File: config.mk
export PLATFORM = sky130hd
export DESIGN_NAME = fx3_in_path_reader
export DESIGN_NICKNAME = d
export VERILOG_FILES = /design/src/rtl/fx3_in_path_reader.sv
export SDC_FILE = /design/constraint.sdc
export NUM_CORES = 1
export LEC_CHECK = 0
export ABC_AREA = 0
export ABC_CLOCK_PERIOD_IN_PS = 2680
export BUFFER_PORTS_ARGS = -buffer_cell sky130_fd_sc_hd__buf_2
export CAP_MARGIN = 20
export CORE_MARGIN = 3
export CORE_UTILIZATION = 45
export CTS_BUF_LIST = sky130_fd_sc_hd__clkbuf_16
export CTS_CLUSTER_SIZE = 12
export DETAILED_ROUTE_END_ITERATION = 12
export PLACE_DENSITY = 0.82
export SKIP_LAST_GASP = 1
export SYNTH_ARGS = -nofsm -noshare
export SYNTH_HDL_FRONTEND = slang
export SYNTH_SLANG_ARGS = --single-unit
File: constraint.sdc
create_clock -name clk -period 2.68 [get_ports clk]
set_clock_uncertainty 0.2 [all_clocks]
set_input_delay 0.268 -clock clk [delete_from_list [all_inputs] [get_ports clk]]
set_output_delay 0.268 -clock clk [all_outputs]
set_load 0.01 [all_outputs]
File: src/rtl/fx3_in_path_reader.sv
// fx3_in_path_reader: drains one FX3 DMA buffer from the synchronous
// slave-FIFO bus into a ping-pong FIFO, one PPFIFO side at a time.
// Reads are issued while a side has room. In-flight reads are tracked by a
// READ_LATENCY-deep valid shift register, so each returning word is written
// exactly once and the side is released only after its reads have drained.
module fx3_in_path_reader #(
  parameter int BUFFER_SIZE  = 256,
  parameter int READ_LATENCY = 2
) (
  input  logic        clk,
  input  logic        rst,
  input  logic        i_enable,
  output logic        o_busy,
  output logic        o_finished,
  output logic        o_fx3_oe_n,
  output logic        o_fx3_rd_n,
  input  logic [31:0] i_fx3_data,
  input  logic [1:0]  i_ppfifo_rdy,
  output logic [1:0]  o_ppfifo_act,
  input  logic [23:0] i_ppfifo_size,
  output logic        o_ppfifo_stb,
  output logic [31:0] o_ppfifo_data,
  output logic [15:0] o_words_read
);

  localparam logic [15:0] BUF_WORDS = 16'(BUFFER_SIZE);

  typedef enum logic [2:0] {
    S_IDLE,
    S_ACQUIRE,
    S_READ,
    S_DRAIN,
    S_RELEASE,
    S_FINISHED
  } state_t;

  state_t                   state_q, state_d;
  logic [1:0]               act_q, act_d;
  logic [15:0]              issued_q, issued_d;
  logic [15:0]              side_q, side_d;
  logic [15:0]              words_q, words_d;
  logic [READ_LATENCY-1:0]  vld_q, vld_d;
  logic                     issue;
  logic [23:0]              size_eff;

  // A side size of zero would never terminate a side; treat it as one word.
  always_comb begin
    size_eff = (i_ppfifo_size == 24'd0) ? 24'd1 : i_ppfifo_size;
  end

  // Next-state logic: side acquisition, read issue, drain and release.
  always_comb begin
    state_d  = state_q;
    act_d    = act_q;
    issued_d = issued_q;
    side_d   = side_q;
    words_d  = words_q;
    issue    = 1'b0;

    // Every word leaving the latency pipe is written to the PPFIFO.
    if (vld_q[READ_LATENCY-1]) begin
      words_d = words_q + 16'd1;
    end

    case (state_q)
      S_IDLE: begin
        if (i_enable) begin
          state_d  = S_ACQUIRE;
          issued_d = 16'd0;
          words_d  = 16'd0;
        end
      end
      S_ACQUIRE: begin
        if (act_q == 2'b00 && i_ppfifo_rdy != 2'b00) begin
          act_d   = i_ppfifo_rdy[0] ? 2'b01 : 2'b10;
          side_d  = 16'd0;
          state_d = S_READ;
        end
      end
      S_READ: begin
        issue    = 1'b1;
        issued_d = issued_q + 16'd1;
        side_d   = side_q + 16'd1;
        if (issued_d == BUF_WORDS || {8'd0, side_d} == size_eff) begin
          state_d = S_DRAIN;
        end
      end
      S_DRAIN: begin
        // Side stays claimed until every issued read has been written.
        if (vld_q == '0) begin
          state_d = S_RELEASE;
        end
      end
      S_RELEASE: begin
        act_d   = 2'b00;
        state_d = (issued_q < BUF_WORDS) ? S_ACQUIRE : S_FINISHED;
      end
      S_FINISHED: begin
        if (!i_enable) begin
          state_d = S_IDLE;
        end
      end
      default: begin
        state_d = S_IDLE;
        act_d   = 2'b00;
      end
    endcase

    vld_d = (vld_q << 1) | READ_LATENCY'(issue);
  end

  // State, side claim, counters and in-flight tracking; reset aborts all.
  always_ff @(posedge clk) begin
    if (rst) begin
      state_q  <= S_IDLE;
      act_q    <= 2'b00;
      issued_q <= 16'd0;
      side_q   <= 16'd0;
      words_q  <= 16'd0;
      vld_q    <= '0;
    end else begin
      state_q  <= state_d;
      act_q    <= act_d;
      issued_q <= issued_d;
      side_q   <= side_d;
      words_q  <= words_d;
      vld_q    <= vld_d;
    end
  end

  // Output decode from state and pipeline.
  always_comb begin
    o_busy        = (state_q != S_IDLE) && (state_q != S_FINISHED);
    o_finished    = (state_q == S_FINISHED);
    o_fx3_oe_n    = !((state_q == S_ACQUIRE) || (state_q == S_READ) ||
                      (state_q == S_DRAIN)   || (state_q == S_RELEASE));
    o_fx3_rd_n    = !issue;
    o_ppfifo_act  = act_q;
    o_ppfifo_stb  = vld_q[READ_LATENCY-1];
    o_ppfifo_data = i_fx3_data;
    o_words_read  = words_q;
  end

endmodule

==> summary.md, run 1 <==
| Metric | Value |
|---|---|
| Clock power share | `around 31%` |
| Die width | `~97 µm` |
| Layout area overhead | `10.89%` |
| Final instance area | `4103 µm²` |
| Critical Path Slowest Stage Cell | `a2111o_1` |
| Asr flop ratio synth | `0%` |
| Internal Power | `1.437 mW` |
| Initial core utilization | `47.15%` |
| Drt total wl | `~9000 µm` |
| Die H | `96.68 µm` |
| Final hold vios | `0` |
| R2R depth | `8` |
| Row cnt | `32` |
| Initial antenna violation count | `0` |
| Post-route ant nets | `0` |
| Number of global-route vias before repair | `roughly 3.4k` |
| CTS buffer count | `5` |
| Dpl cell area | `a little under 4000 µm²` |
| Mapped Area | `3700 µm²` |
| CP Class | `register to register` |
| Via-to-Cell Ratio | `5.798` |
| Final setup margin | `roughly 0.07 ns` |
| Syn_area_per_cell | `just under 8 µm²` |
| Hold buffer count at CTS | `0` |
| Final Max Slew Viols | `0` |
| Startpoint Class | `register` |
| Worst setup path end | `state_q[0]` |
| Static leakage | `around 1.6 nW` |
| Pin count of the biggest net entering global routing | `24` |
| Reg2reg start | `side_q[0]` |
| Worst slack, placed | `-0.1061 ns` |
| Seq/Total Area, Yosys | `between 20% and 30%` |
| Port Buffers | `51` |
| Grt ovf | `0` |
| Fraction of layout cells with a size suffix above 1 | `21.74%` |
| Clock Latency Late Sink | `around 0.30 ns` |
| Core Region | `~7800 µm²` |
| Hold_ws | `~0.12 ns` |
| MaxCap Viol Count | `0` |
| First-pass GRT wire length | `~15,000 µm` |
| Total die area | `roughly 9300 µm²` |
| Fmax | `382.9 MHz` |
| Sw Pwr | `approximately 750 µW` |
| CTS Buffer Depth | `2` |
| Iteration count of the initial detailed-routing pass | `5` |
| Worst-path clk slew | `roughly 0.08 ns` |
| GR Util All Layers | `18.69%` |
| Syn Nets | `about 550` |
| CP Cell Sequence | `ha_2 > xor2_1 > a2111o_1 > a2111oi_4 > and4bb_2 > nand4_1 > and3_2 > o21a_1` |
| Yosys cell types | `60` |
| Reg2Reg Setup Slack | `between 0.06 and 0.07 ns` |
| VDD IR-drop max | `~460 µV` |
| Worst Hold Launch | `i_ppfifo_rdy[0]` |
| Routed len/inst | `approximately 15 µm` |
| Worst Tran Pin Value | `between 0.5 and 0.6 ns` |
| First DRT Iteration DRCs | `roughly 280` |
| Combinational share of power | `between 20% and 30%` |
| Final Cycle Share | `approximately 97%` |
| Top post-synthesis cells by area | `dfxtp_1 30%, buf_4 7.3%, nor2_1 6.6%, o21ai_0 4.9%, xnor2_1 4.7%` |
| Clk sinks | `55` |
| CP required | `2.66 ns` |
| Post-layout nets | `570` |
| Worst Path Arrival | `between 2 and 3 ns` |
| Warnings, synthesis | `0` |
| Crit path launch | `side_q[0]` |
| Root Buffer | `clkbuf_16` |
| Seq cells post-synth | `55` |
| Cells after synthesis | `about 480` |
| Global placer's final weighted congestion | `~0.95` |
| Final min period | `approximately 2.6 ns` |
| N_diodes | `0` |
| Worst-path maximum fanout | `2` |
| Crit-path max cell delay | `0.39 ns` |
| Vias | `3,525` |
| Worst relative slew slack | `65.50%` |
| Post-synth top flop | `dfxtp_1` |
| Status | `finished, final reports clean` |
| Flop pwr share | `between 40% and 50%` |
| Reg-to-Reg End | `state_q[0]` |
| Fin util | `around 52%` |
| Synth top area share | `about 30%` |
| Switching Fraction | `34.41%` |
| EDFF count, synth | `0` |
| Most area-hungry cell type in the Yosys netlist | `dfxtp_1` |
| Class of the worst hold path | `input port to register` |
| TritonCTS clock tree | `yes` |
| DPL Wire Length | `6561 µm` |
| P per Cell Area | `~530 nW/µm²` |
| Ports | `116` |
| Final setup viols | `0` |
| Htree depth | `2` |
| Crit path capture type | `register` |
| RSZ-0062 raised after global routing | `no` |
| Post-CTS setup buffer count | `0` |
| Drt drc | `0` |
layout make-up:
type | count | area (µm²)
clock buffers | 5 | 125.1
clock inverters | 3 | 27.53
fillers | 749 | 3745
inverters | 10 | 37.54
multi-input cells | 356 | 2228
flip-flops and latches | 55 | 1106
well taps | 102 | 127.6
repair buffers | 77 | 450.4
layer usage:
metal	GRT usage, %	vias up	wire [µm]
met5	0	-	0
met4	6.156	0	116
met1	24.56	1644	3933
met2	29.94	149	4208
met3	4.758	11	694
li1	-	1721	-
what timing repair did:
item | in CTS | in global routing
pin swaps | 0 | 2
gates resized for setup | 4 | 9
setup endpoints to repair | 1 | 1
endpoints found under the hold margin | 0 | 0
cells by family after synthesis:
kind of cell | count (synthesis) | synth area share (%)
adder cells (fa/ha/maj) | 4 | 1.353
flip-flops | 55 | 29.76
multiplexers | 6 | 1.657
AO/OA/AOI/OAI | 104 | 17.52
buffers and inverters | 70 | 11.02
AND/OR/NAND/NOR | 203 | 29.46
XOR/XNOR | 39 | 9.232
worst max-delay path, delay by kind of cell (launching register included):
| family | cells | cell delay, ns |
|---|---|---|
| simple gates | 3 | 0.66 |
| xor+xnor | 1 | 0.17 |
| compound gates | 3 | 0.83 |
| fa+ha+maj | 1 | 0.29 |
| flops | 1 | 0.35 |
cells in the mapped netlist, types with 2 or more instances:
cell type,count
a2111oi_0,2
a21oi_1,30
a22oi_1,2
a311oi_1,5
a41oi_1,2
and2_1,7
and3_1,8
and3_2,2
and4_1,3
buf_2,6
buf_4,36
clkbuf_1,15
clkbuf_2,2
dfxtp_1,55
ha_1,4
inv_1,9
mux2i_1,5
nand2_1,35
nand2b_1,3
nand3_1,22
nand3_2,2
nand3b_1,4
nand4_1,10
nand4_4,2
nor2_1,65
nor2b_1,3
nor3_1,9
nor3b_1,2
nor4_1,9
nor4_4,2
o211ai_1,2
o21ai_0,36
o22ai_1,3
o31ai_1,8
o41ai_1,3
or2_2,2
or3_1,6
xnor2_1,20
xor2_1,19
registers in the layout, indices dropped and copies added (netlist names):
signal and flops:
side_q 16, vld_q 2, issued_q 16, o_ppfifo_act 2, state_q 3, o_words_read 16
worst min path at each step:
stage	cells past startpoint	end	slack, ns
5_1_grt	3	state_q[0]	0.17
2_1_floorplan	1	vld_q[1]	0.14
6_report	4	o_ppfifo_act[1]	0.12
3_3_place_gp	1	vld_q[1]	0.25
3_5_place_dp	1	vld_q[1]	0.26
4_1_cts	4	o_ppfifo_act[1]	0.11
per-stage QoR:
| step | std cells | power [mW] | setup TNS, ns |
|---|---|---|---|
| 2_1_floorplan | 481 | 1.359 | 0 |
| 3_3_place_gp | 600 | 1.497 | -0.04151 |
| 3_5_place_dp | 600 | 1.513 | -0.1061 |
| 4_1_cts | 608 | 2.199 | 0 |
| 5_1_grt | 608 | 2.325 | 0 |
| 6_report | 608 | 2.191 | 0 |
power by group through the flow:
stage / clock [mW] / sequential [mW] / combinational [mW]
floorplan: 0 / 0.892 / 0.466
global placement: 0 / 0.920 / 0.577
detailed placement: 0 / 0.925 / 0.588
CTS: 0.699 / 0.906 / 0.594
global route: 0.739 / 0.916 / 0.671
finish: 0.684 / 0.909 / 0.598
cells in the final DEF, fill, tap and decap left out, drive strengths merged, types with 3 or more instances in the layout:
master / count
buf: 77
nor2: 66
dfxtp: 55
o21ai: 36
nand2: 35
a21oi: 30
nand3: 24
xnor2: 20
xor2: 19
nand4: 12
inv: 11
nor4: 11
and3: 10
nor3: 9
o31ai: 8
and2: 7
or3: 6
mux2i: 5
a311oi: 5
clkbuf: 5
nand3b: 4
ha: 4
nand2b: 3
nor2b: 3
and4: 3
o41ai: 3
o22ai: 3
or2: 3
No activity file was read; power rests on OpenSTA's default activity.
==> inputs of run 2 (changes only) <==
==> constraint.sdc (replaced) <==
create_clock -name clk -period 2.68 [get_ports clk]
set_clock_uncertainty 0.2 [all_clocks]
set_input_delay 0.402 -clock clk [delete_from_list [all_inputs] [get_ports clk]]
set_output_delay 0.402 -clock clk [all_outputs]
set_load 0.01 [all_outputs]
==> run 2 against run 1 <==
  * Sequential share of layout area is 0.60 points lower
  * Routed wire length is 3.1% higher
  * Final cell count is 2.0% higher
  * Clock power is 1% higher
  * Utilization is 1.1 points higher
  * Critical endpoint unchanged
  * Sequential power hardly changed
  * Worst setup slack better by 0.022 ns
  * Fmax is 0.86% higher
  * Flip-flop and latch count stayed put
  * Combinational power is 3% higher
  * Global-route usage is 0.13 points higher
  * Die area stayed put
==> summary.md, run 2 (synthesis gave the netlist of run 1 again) <==
| Metric | Value |
|---|---|
| Status | `finished, final reports clean` |
| CTS buffer count | `5 (unchanged)` |
| MaxCap Viol Count | `0 (unchanged)` |
| Drt total wl | `9236 µm (+3.1%)` |
| Global placer's final weighted congestion | `0.9060 (-5.0%)` |
| Initial antenna violation count | `0 (unchanged)` |
| Worst relative slew slack | `60.09% (-5.4 points)` |
| Row cnt | `32 (unchanged)` |
| Met2 routed WL | `4404 µm (+4.7%)` |
| Iteration count of the initial detailed-routing pass | `4 (-1)` |
| Initial core utilization | `47.15% (unchanged)` |
| Worst Tran Pin Value | `0.5980 ns (+0.08182 ns)` |
| Dpl cell area | `3983 µm² (+1.9%)` |
| Total die area | `9346 µm² (unchanged)` |
| Post-layout nets | `582 (+2.1%)` |
| Startpoint Class | `register` |
| Most frequent cells in the layout | `65 x nor2_1, 52 x dfxtp_1, 51 x buf_2` |
| Die H | `96.68 µm (unchanged)` |
| Post-route ant nets | `0 (unchanged)` |
| CP required | `2.67 ns (about the same)` |
| N_diodes | `0 (unchanged)` |
| Final setup viols | `0 (unchanged)` |
| Met1 wire length | `3955 µm (+0.56%)` |
| Fmax | `386.2 MHz (+0.86%)` |
| Clock Latency Late Sink | `0.30 ns (about the same)` |
| Static leakage | `1.611 nW (+3.7%)` |
| Clk sinks | `55 (unchanged)` |
| Grt ovf | `0 (unchanged)` |
| Setup_tns | `0 ns (unchanged)` |
| Vias | `3,603 (+2.2%)` |
| P per Cell Area | `529.3 nW/µm² (-0.86%)` |
| Final Cycle Share | `96.62% (-0.83 points)` |
| First DRT Iteration DRCs | `210 (-24%)` |
| Pin count of the biggest net entering global routing | `24 (unchanged)` |
| GR Util All Layers | `18.82% (+0.13 points)` |
| Drt drc | `0 (unchanged)` |
| DPL Wire Length | `6789 µm (+3.5%)` |
| Number of fillers in the final layout | `744 (-0.67%)` |
| Final hold vios | `0 (unchanged)` |
| Htree depth | `2 (unchanged)` |
| Met3 Routed Length | `688 µm (-0.86%)` |
| Final min period | `2.589 ns (-0.02220 ns)` |
| Final Max Slew Viols | `0 (unchanged)` |
| TritonCTS clock tree | `yes` |
| Number of global-route vias before repair | `3,319 (-2.2%)` |
| Crit path capture type | `register` |
| VDD IR-drop max | `362.7 µV (-20%)` |
| Port Buffers | `51 (unchanged)` |
| Die width | `96.68 µm (unchanged)` |
| Core Region | `7848 µm² (unchanged)` |
| First-pass GRT wire length | `15,190 µm (-0.77%)` |
| Ports | `116 (unchanged)` |
| Layout area overhead | `13.29%` |
| Worst-path clk slew | `0.08 ns (about the same)` |
| Dpl cells | `610 (+1.7%)` |
| Fin util | `53.41% (+1.1 points)` |
| Final instance area | `4192 µm² (+2.2%)` |
| Routed len/inst | `14.90 µm (+1.2%)` |
| Commonest non-fill, non-tap cell in the layout | `nor2_1` |
| Root Buffer | `clkbuf_16` |
| Max Used Layer | `met4` |
| RSZ-0062 raised after global routing | `no` |
| CTS Buffer Depth | `2 (unchanged)` |
| Worst-path maximum fanout | `6 (+4)` |
| Via-to-Cell Ratio | `5.811 (+0.23%)` |
| CP Class | `register to register` |
| Class of the worst hold path | `input port to register` |
| Worst Path Arrival | `2.58 ns (-0.02 ns)` |
| Fraction of layout cells with a size suffix above 1 | `23.36% (+1.6 points)` |
| Layout Cells excl Fill | `620 (+2.0%)` |
run 2: worst paths after layout:
check | slack, ns | cells past startpoint | end | startpoint
hold / removal | 0.25 | 3 | state_q[0] | rst
hold reg to reg | 0.27 | 1 | vld_q[1] | vld_q[0]
setup reg to reg | 0.09 | 9 | state_q[0] | side_q[1]
setup / recovery | 0.09 | 9 | state_q[0] | side_q[1]
run 2: critical path: stages (launching register included):
cell,delay (ns)
dfxtp_1,0.38
buf_4,0.17
nand3_1,0.13
xnor2_1,0.18
a2111o_1,0.31
a2111oi_2,0.27
and4bb_2,0.27
nand4_1,0.15
and3_2,0.26
o21a_1,0.16
run 2: final cells by class:
type	instances	area (µm²)	share of cell area, %
Multi-Input combinational cell	356	2225	53.07
Timing Repair Buffer	89	544.3	12.99
Clock buffer	5	125.1	2.985
Inverter	10	37.54	0.8955
Sequential cell	55	1105	26.36
Clock inverter	3	27.53	0.6567
Tap cell	102	127.6	3.045
run 2: layer usage:
| metal | track usage [%] | vias to the layer above |
|---|---|---|
| met5 | 0 | - |
| met3 | 4.758 | 19 |
| met1 | 24.24 | 1694 |
| met2 | 30.52 | 147 |
| li1 | - | 1743 |
| met4 | 6.695 | 0 |
run 2: timing repair:
item / 4_1_cts / 5_1_grt
pin swaps: 0 / 3
setup buffers: 0 / 2
resized for setup: 3 / 10
setup endpoints to repair: 1 / 1
hold buffers: 0 / 0
run 2: through the flow:
step	setup WS, ns	power [mW]	hold WS [ns]
6_report	0.09055	2.219	0.2453
5_1_grt	0.002418	2.340	0.2882
2_1_floorplan	0.1226	1.359	0.2392
3_3_place_gp	-0.1396	1.504	0.2486
3_5_place_dp	-0.3414	1.524	0.2579
4_1_cts	0.009598	2.218	0.2410
run 2: report_power, final:
part | leakage (nW) | internal [mW] | switching (mW)
clock | 0.0723 | 0.358 | 0.334
combinational | 1.09 | 0.240 | 0.378
sequential | 0.445 | 0.849 | 0.0596
total | 1.61 | 1.45 | 0.772
